`src/rtl/delay_increment_comparator.sv`:
```
// delay_increment_comparator
// Per-element integer sample-delay tracker for a 63-element array (n = -31..31).
// Each focal point the upstream calculator supplies one signed comparator term per
// element pair (+n / -n, n = 0 first). The term is added to a per-element decision
// accumulator; when the sum reaches the next threshold (2*cnt+1) the element's
// delay advances by one sample. Updated delays stream out over a valid/ready port.
// Build option: define DELAY_SATURATE_EN to make delay counts saturate at their
// maximum (accumulator then left unreduced and overflow flagged); otherwise counts wrap.
`timescale 1ns/1ps
module delay_increment_comparator #(
  parameter int DW_INTEGER  = 18,
  parameter int DW_FRACTION = 8,
  parameter int DW_DELAY    = 12,
  parameter int N_HALF      = 32
) (
  input  logic                                    clk,
  input  logic                                    rst,
  input  logic                                    configure,
  input  logic signed [DW_INTEGER+DW_FRACTION:0]  term_pos_n,
  input  logic signed [DW_INTEGER+DW_FRACTION:0]  term_neg_n,
  input  logic                                    term_ready,
  output logic                                    term_ack,
  output logic        [DW_DELAY-1:0]              delay_pos,
  output logic        [DW_DELAY-1:0]              delay_neg,
  output logic        [4:0]                       elem_idx,
  output logic        [15:0]                      point_idx,
  output logic                                    out_valid,
  input  logic                                    out_ready,
  output logic                                    overflow
);

  localparam int TW    = DW_INTEGER + DW_FRACTION + 1;
  localparam int AW    = TW + 2;
  localparam int THPAD = AW - DW_DELAY - 1 - DW_FRACTION;

  typedef enum logic [1:0] {S_IDLE, S_CAPTURE, S_UPDATE, S_OUTPUT} state_t;

  typedef struct packed {
    logic [AW-1:0]       acc;
    logic [DW_DELAY-1:0] cnt;
    logic                ovf;
  } upd_t;

  state_t                     state_q;
  logic                       term_ack_q;
  logic                       out_valid_q;
  logic                       overflow_q;
  logic        [DW_DELAY-1:0] delay_pos_q;
  logic        [DW_DELAY-1:0] delay_neg_q;
  logic        [4:0]          elem_q;
  logic        [15:0]         point_q;
  logic signed [TW-1:0]       term_pos_q;
  logic signed [TW-1:0]       term_neg_q;

  logic signed [AW-1:0]       acc_pos_q [N_HALF];
  logic signed [AW-1:0]       acc_neg_q [N_HALF];
  logic        [DW_DELAY-1:0] cnt_pos_q [N_HALF];
  logic        [DW_DELAY-1:0] cnt_neg_q [N_HALF];

  upd_t                       upd_pos_d;
  upd_t                       upd_neg_d;
  logic                       is_center_d;
  logic        [DW_DELAY-1:0] delay_pos_d;
  logic        [DW_DELAY-1:0] delay_neg_d;
  logic                       ovf_d;

  // Threshold for the next delay step: (2*cnt+1) in accumulator fixed point.
  function automatic logic signed [AW-1:0] thresh(input logic [DW_DELAY-1:0] cnt);
    return $signed({{THPAD{1'b0}}, cnt, 1'b1, {DW_FRACTION{1'b0}}});
  endfunction

  // One decision step for one element: accumulate, compare, optionally advance.
  function automatic upd_t step(input logic signed [AW-1:0]       acc,
                                input logic signed [TW-1:0]       term,
                                input logic        [DW_DELAY-1:0] cnt);
    logic signed [AW-1:0]   s;
    logic signed [AW-1:0]   th;
    logic signed [AW-1:0]   rem;
    logic [DW_DELAY-1:0]    cnt_nx;
    upd_t                   r;
    s      = acc + $signed({{(AW-TW){term[TW-1]}}, term});
    th     = thresh(cnt);
    rem    = s - th;
    cnt_nx = cnt + DW_DELAY'(1);
    r.acc  = s;
    r.cnt  = cnt;
    r.ovf  = 1'b0;
    if (s >= th) begin
`ifdef DELAY_SATURATE_EN
      if (&cnt) begin
        r.ovf = 1'b1;
      end else begin
        r.acc = rem;
        r.cnt = cnt_nx;
        r.ovf = (rem >= thresh(cnt_nx));
      end
`else
      r.acc = rem;
      r.cnt = cnt_nx;
      r.ovf = (rem >= thresh(cnt_nx));
`endif
    end
    return r;
  endfunction

  // Compute the updated state of the current element pair from the captured terms.
  always_comb begin
    upd_pos_d   = step(acc_pos_q[elem_q], term_pos_q, cnt_pos_q[elem_q]);
    upd_neg_d   = step(acc_neg_q[elem_q], term_neg_q, cnt_neg_q[elem_q]);
    is_center_d = (elem_q == '0);
    delay_pos_d = upd_pos_d.cnt;
    delay_neg_d = is_center_d ? upd_pos_d.cnt : upd_neg_d.cnt;
    ovf_d       = upd_pos_d.ovf | (~is_center_d & upd_neg_d.ovf);
  end

  // Per-element accumulator/count storage; the centre element lives in the pos bank only.
  always_ff @(posedge clk) begin
    if (rst || configure) begin
      for (int i = 0; i < N_HALF; i++) begin
        acc_pos_q[i] <= '0;
        acc_neg_q[i] <= '0;
        cnt_pos_q[i] <= '0;
        cnt_neg_q[i] <= '0;
      end
    end else if (state_q == S_UPDATE) begin
      acc_pos_q[elem_q] <= $signed(upd_pos_d.acc);
      cnt_pos_q[elem_q] <= upd_pos_d.cnt;
      if (!is_center_d) begin
        acc_neg_q[elem_q] <= $signed(upd_neg_d.acc);
        cnt_neg_q[elem_q] <= upd_neg_d.cnt;
      end
    end
  end

  // Term capture registers: loaded on the accepted upstream handshake.
  always_ff @(posedge clk) begin
    if (state_q == S_CAPTURE && term_ready && !rst && !configure) begin
      term_pos_q <= term_pos_n;
      term_neg_q <= term_neg_n;
    end
  end

  // Control FSM with registered handshakes, output delays and element/point indices.
  always_ff @(posedge clk) begin
    if (rst || configure) begin
      state_q     <= rst ? S_IDLE : S_CAPTURE;
      term_ack_q  <= 1'b0;
      out_valid_q <= 1'b0;
      overflow_q  <= 1'b0;
      delay_pos_q <= '0;
      delay_neg_q <= '0;
      elem_q      <= '0;
      point_q     <= '0;
    end else begin
      case (state_q)
        S_IDLE: begin
          term_ack_q <= 1'b0;
        end
        S_CAPTURE: begin
          if (term_ready) begin
            term_ack_q <= 1'b1;
            state_q    <= S_UPDATE;
          end
        end
        S_UPDATE: begin
          term_ack_q  <= 1'b0;
          out_valid_q <= 1'b1;
          delay_pos_q <= delay_pos_d;
          delay_neg_q <= delay_neg_d;
          overflow_q  <= overflow_q | ovf_d;
          state_q     <= S_OUTPUT;
        end
        S_OUTPUT: begin
          if (out_ready) begin
            out_valid_q <= 1'b0;
            state_q     <= S_CAPTURE;
            if (elem_q == 5'(N_HALF - 1)) begin
              elem_q  <= '0;
              point_q <= point_q + 16'd1;
            end else begin
              elem_q  <= elem_q + 5'd1;
            end
          end
        end
        default: state_q <= S_IDLE;
      endcase
    end
  end

  assign term_ack  = term_ack_q;
  assign out_valid = out_valid_q;
  assign overflow  = overflow_q;
  assign delay_pos = delay_pos_q;
  assign delay_neg = delay_neg_q;
  assign elem_idx  = elem_q;
  assign point_idx = point_q;

endmodule

```
`config.mk`:
```
export PLATFORM = sky130hd
export DESIGN_NAME = delay_increment_comparator
export DESIGN_NICKNAME = d
export VERILOG_FILES = /design/src/rtl/delay_increment_comparator.sv
export SDC_FILE = /design/constraint.sdc
export NUM_CORES = 2
export LEC_CHECK = 0
export CORE_MARGIN = 2
export CORE_UTILIZATION = 50
export CTS_CLUSTER_SIZE = 10
export DETAILED_ROUTE_END_ITERATION = 16
export PLACE_DENSITY = 0.77
export SETUP_SLACK_MARGIN = 0.2
export SYNTH_ARGS = -nofsm -noshare
export SYNTH_HDL_FRONTEND = slang
export SYNTH_SLANG_ARGS = --single-unit
```
`constraint.sdc`:
```
create_clock -name clk -period 21.1 [get_ports clk]
set_input_delay 5.275 -clock clk [delete_from_list [all_inputs] [get_ports clk]]
set_output_delay 5.275 -clock clk [all_outputs]
set_load 0.005 [all_outputs]
```
==> results.toml <==
[run_status]
status = "finished clean"

[worst_setup_path]
required_ps = 21770
crit_type = "reg -> reg"
critPathSlowestCell = "a2111oi_1"
crit_top_cell = "buf_4"
crit_path_end = "overflow"
cp_max_fo = 100
r2r-end = "overflow"
slowest_delay_ps = 970
r2r_setup_slack_ps = 9670
cp-end-kind = "flip-flop"
cp-start-kind = "flip-flop"
worst_ep_arrival_time_ps = 12100
reg2reg_depth = 28

[cts]
clock_sinks = 2733
path_clk_slew_ps = 60
numCtsBuffers = 328
clockBufferDepth = 4
clock_latency_ps = 990
tritoncts = "done"
cts_htree_levels = 5
ctsResizeCount = 0
cts_hold_buf = 0
clockRootBuffer = "clkbuf_16"
postCtsSetupBuffers = 0

[pwr]
ir_worst_vdd_mv = 0.0927
p_leak_nw = 47.8
power_density_nw_per_um2 = 92.4

[detailed_routing]
viasPerCell = 6.89
vias = 80500
antenna_left = 0
drc = 0
routed_wl_mm = 410
first_pass_iters = 9
drt_iter0_markers = 15100
wire_per_inst_um = 35.1

[timing]
hold_viol = 0
clock_skew_ps = 84.5
slew_headroom_pct = 10.1
finalMaxSlewViolations = 0
worstMarginPinSlew_ps = 1350
setup_viol = 0
layout_min_cycle_time_ps = 11430
fmax_ghz = 0.0875
finalSetupTns_ps = 0
rsz0062_at_grt = "no"
timing.final.crit_share_pct = 54.2

[synthesis]
synth_edf_count = 2680
yosys.area_share.simple_pct = 10.4
synthAdderAreaFrac_pct = 1.22
yosys_warnings = 0
synth-main-ff-cell = "edfxtp_1"
synth_top_family_by_area = "multiplexers"
synth.yosys.seq_area_share_pct = 66.1
ys_types = 107
syn_area_per_cell_sq_um = 14.5
synthMuxAreaShare_pct = 15.2
synth_compound_area_share_pct = 2.78
netlist_instances = 8485
ys_async_sr_fraction_pct = 0
synth_area_sq_um = 123000
synth-seq-cells = 2733
synth_xor_area_share_pct = 1.13

[grt]
grt_pass1_wl_mm = 574
grt_max_degree = 117
grt_pass1_vias = 79200
gr-total-overflow = 0
antenna_found_initial = 11
track_usage_pct = 32.4

[final_layout]
final_cell_mix = "edfxtp_1 (2680), nor2_1 (2599), mux4_2 (726)"
drive_gt1_share_pct = 19.3
post-route-util_pct = 55.5
stdcell_count = 11700
final_common_cell = "edfxtp_1"
synthToLayoutAreaGrowth_pct = 10.6
nNetsFinal = 8554

[floorplan]
die_area_sq_um = 251000
fp.dieW_um = 501
initial_core_util_pct = 50.2
rows = 182
pin_count = 107
die_y_um = 501
core-area_sq_um = 246000

[place]
gp_congestion = 0.974
portBuffers = 106
dp_hpwl_mm = 215
placedCellCount = 11300

[flow_run]
maxCapViolations = 0

[worst_hold_path]
min_path_type = "reg -> reg"
## cell usage after synthesis (all sizes together) (18+ instances only)
library cell	instances	share of area (%)
and2	20	0.10
mux2i	167	1.4
o211ai	20	0.15
clkbuf	502	1.5
mux4	726	13
a22oi	52	0.32
a21oi	148	0.73
nor2	2612	8.0
xnor2	80	0.63
nand3	57	0.24
edfxtp	2680	65
dfxtp	53	0.86
nor2b	24	0.12
mux2	62	0.57
buf	293	1.4
nand4	43	0.22
a211oi	18	0.15
nand2	232	0.71
xor2	68	0.48
inv	55	0.17
nor3	99	0.41
ha	114	1.2
o21ai	71	0.29
o21a	24	0.15
a21o	30	0.18
and3	29	0.15
## flip-flops by register name, indices dropped and copies added, names as in the netlist, named ones only
signal,cells
acc_neg_q,928
acc_pos_q,928
cnt_neg_q,384
cnt_pos_q,384
delay_neg,12
delay_pos,12
elem_idx,5
out_valid,1
overflow,1
point_idx,16
state_q,2
term_ack,1
term_neg_q,27
term_pos_q,27
## worst min path at each step
stage / cells past startpoint / from / endpoint / slack [ps]
after floorplan: 2 / delay_pos[7] / delay_pos[7] / 470
after global placement: 2 / out_valid / out_valid / 480
after detailed placement: 2 / out_valid / out_valid / 480
after CTS: 2 / out_valid / out_valid / 490
after global routing: 2 / out_valid / out_valid / 520
final: 2 / out_valid / out_valid / 490
## metal layers
metal | share of wire, % | vias to the layer above | track usage (%)
met4 | 6.6 | 24 | 16.9
met1 | 32 | 39700 | 41.6
met3 | 17 | 1786 | 10.6
li1 | - | 30900 | -
met5 | 0.039 | - | 0
met2 | 45 | 8008 | 49.3
## metrics by stage
stage | worst slack (ps) | area, sq um | total power (W) | hold WS (ps)
6_report | 9670 | 136000 | 0.0126 | 488
5_1_grt | 9480 | 136000 | 0.0129 | 521
4_1_cts | 10160 | 136000 | 0.0125 | 494
3_5_place_dp | 10290 | 128000 | 0.00777 | 481
3_3_place_gp | 10310 | 128000 | 0.00772 | 479
2_1_floorplan | 12220 | 123000 | 0.00727 | 467
## critical path, delay by kind of cell (launching register included)
| family | cells | cell delay, ps |
|---|---|---|
| buffers and inverters | 5 | 2790 |
| XOR/XNOR | 1 | 530 |
| flip-flops | 1 | 830 |
| AO/OA/AOI/OAI | 10 | 3270 |
| AND/OR/NAND/NOR | 5 | 860 |
| multiplexers | 4 | 1600 |
| adder cells (fa/ha/maj) | 3 | 1100 |
## area by class of cell
| type | count | area (sq um) |
|---|---|---|
| antenna | 4 | 10.0 |
| clock buffer | 388 | 8520 |
| clock inverter | 14 | 130 |
| fill | 18300 | 109000 |
| inverter | 58 | 220 |
| multi-input combinational | 4939 | 39300 |
| sequential | 2733 | 81600 |
| tap | 3220 | 4030 |
| timing repair buffer | 317 | 2750 |
## cell families after synthesis
family	count (synthesis)
buffers and inverters	853
muxes	955
AOI/OAI and AO/OA	478
xor gates and xnor gates	149
adders and majority gates	118
other	1
DFF	2733
and+or+nand+nor	3198
## report_power, final
group / switching [W] / internal, W
combinational: 0.00103 / 0.000401
sequential: 0.0000769 / 0.00621
clock: 0.00210 / 0.00280
total: 0.00320 / 0.00941
No activity file was read; power rests on OpenSTA's default activity.
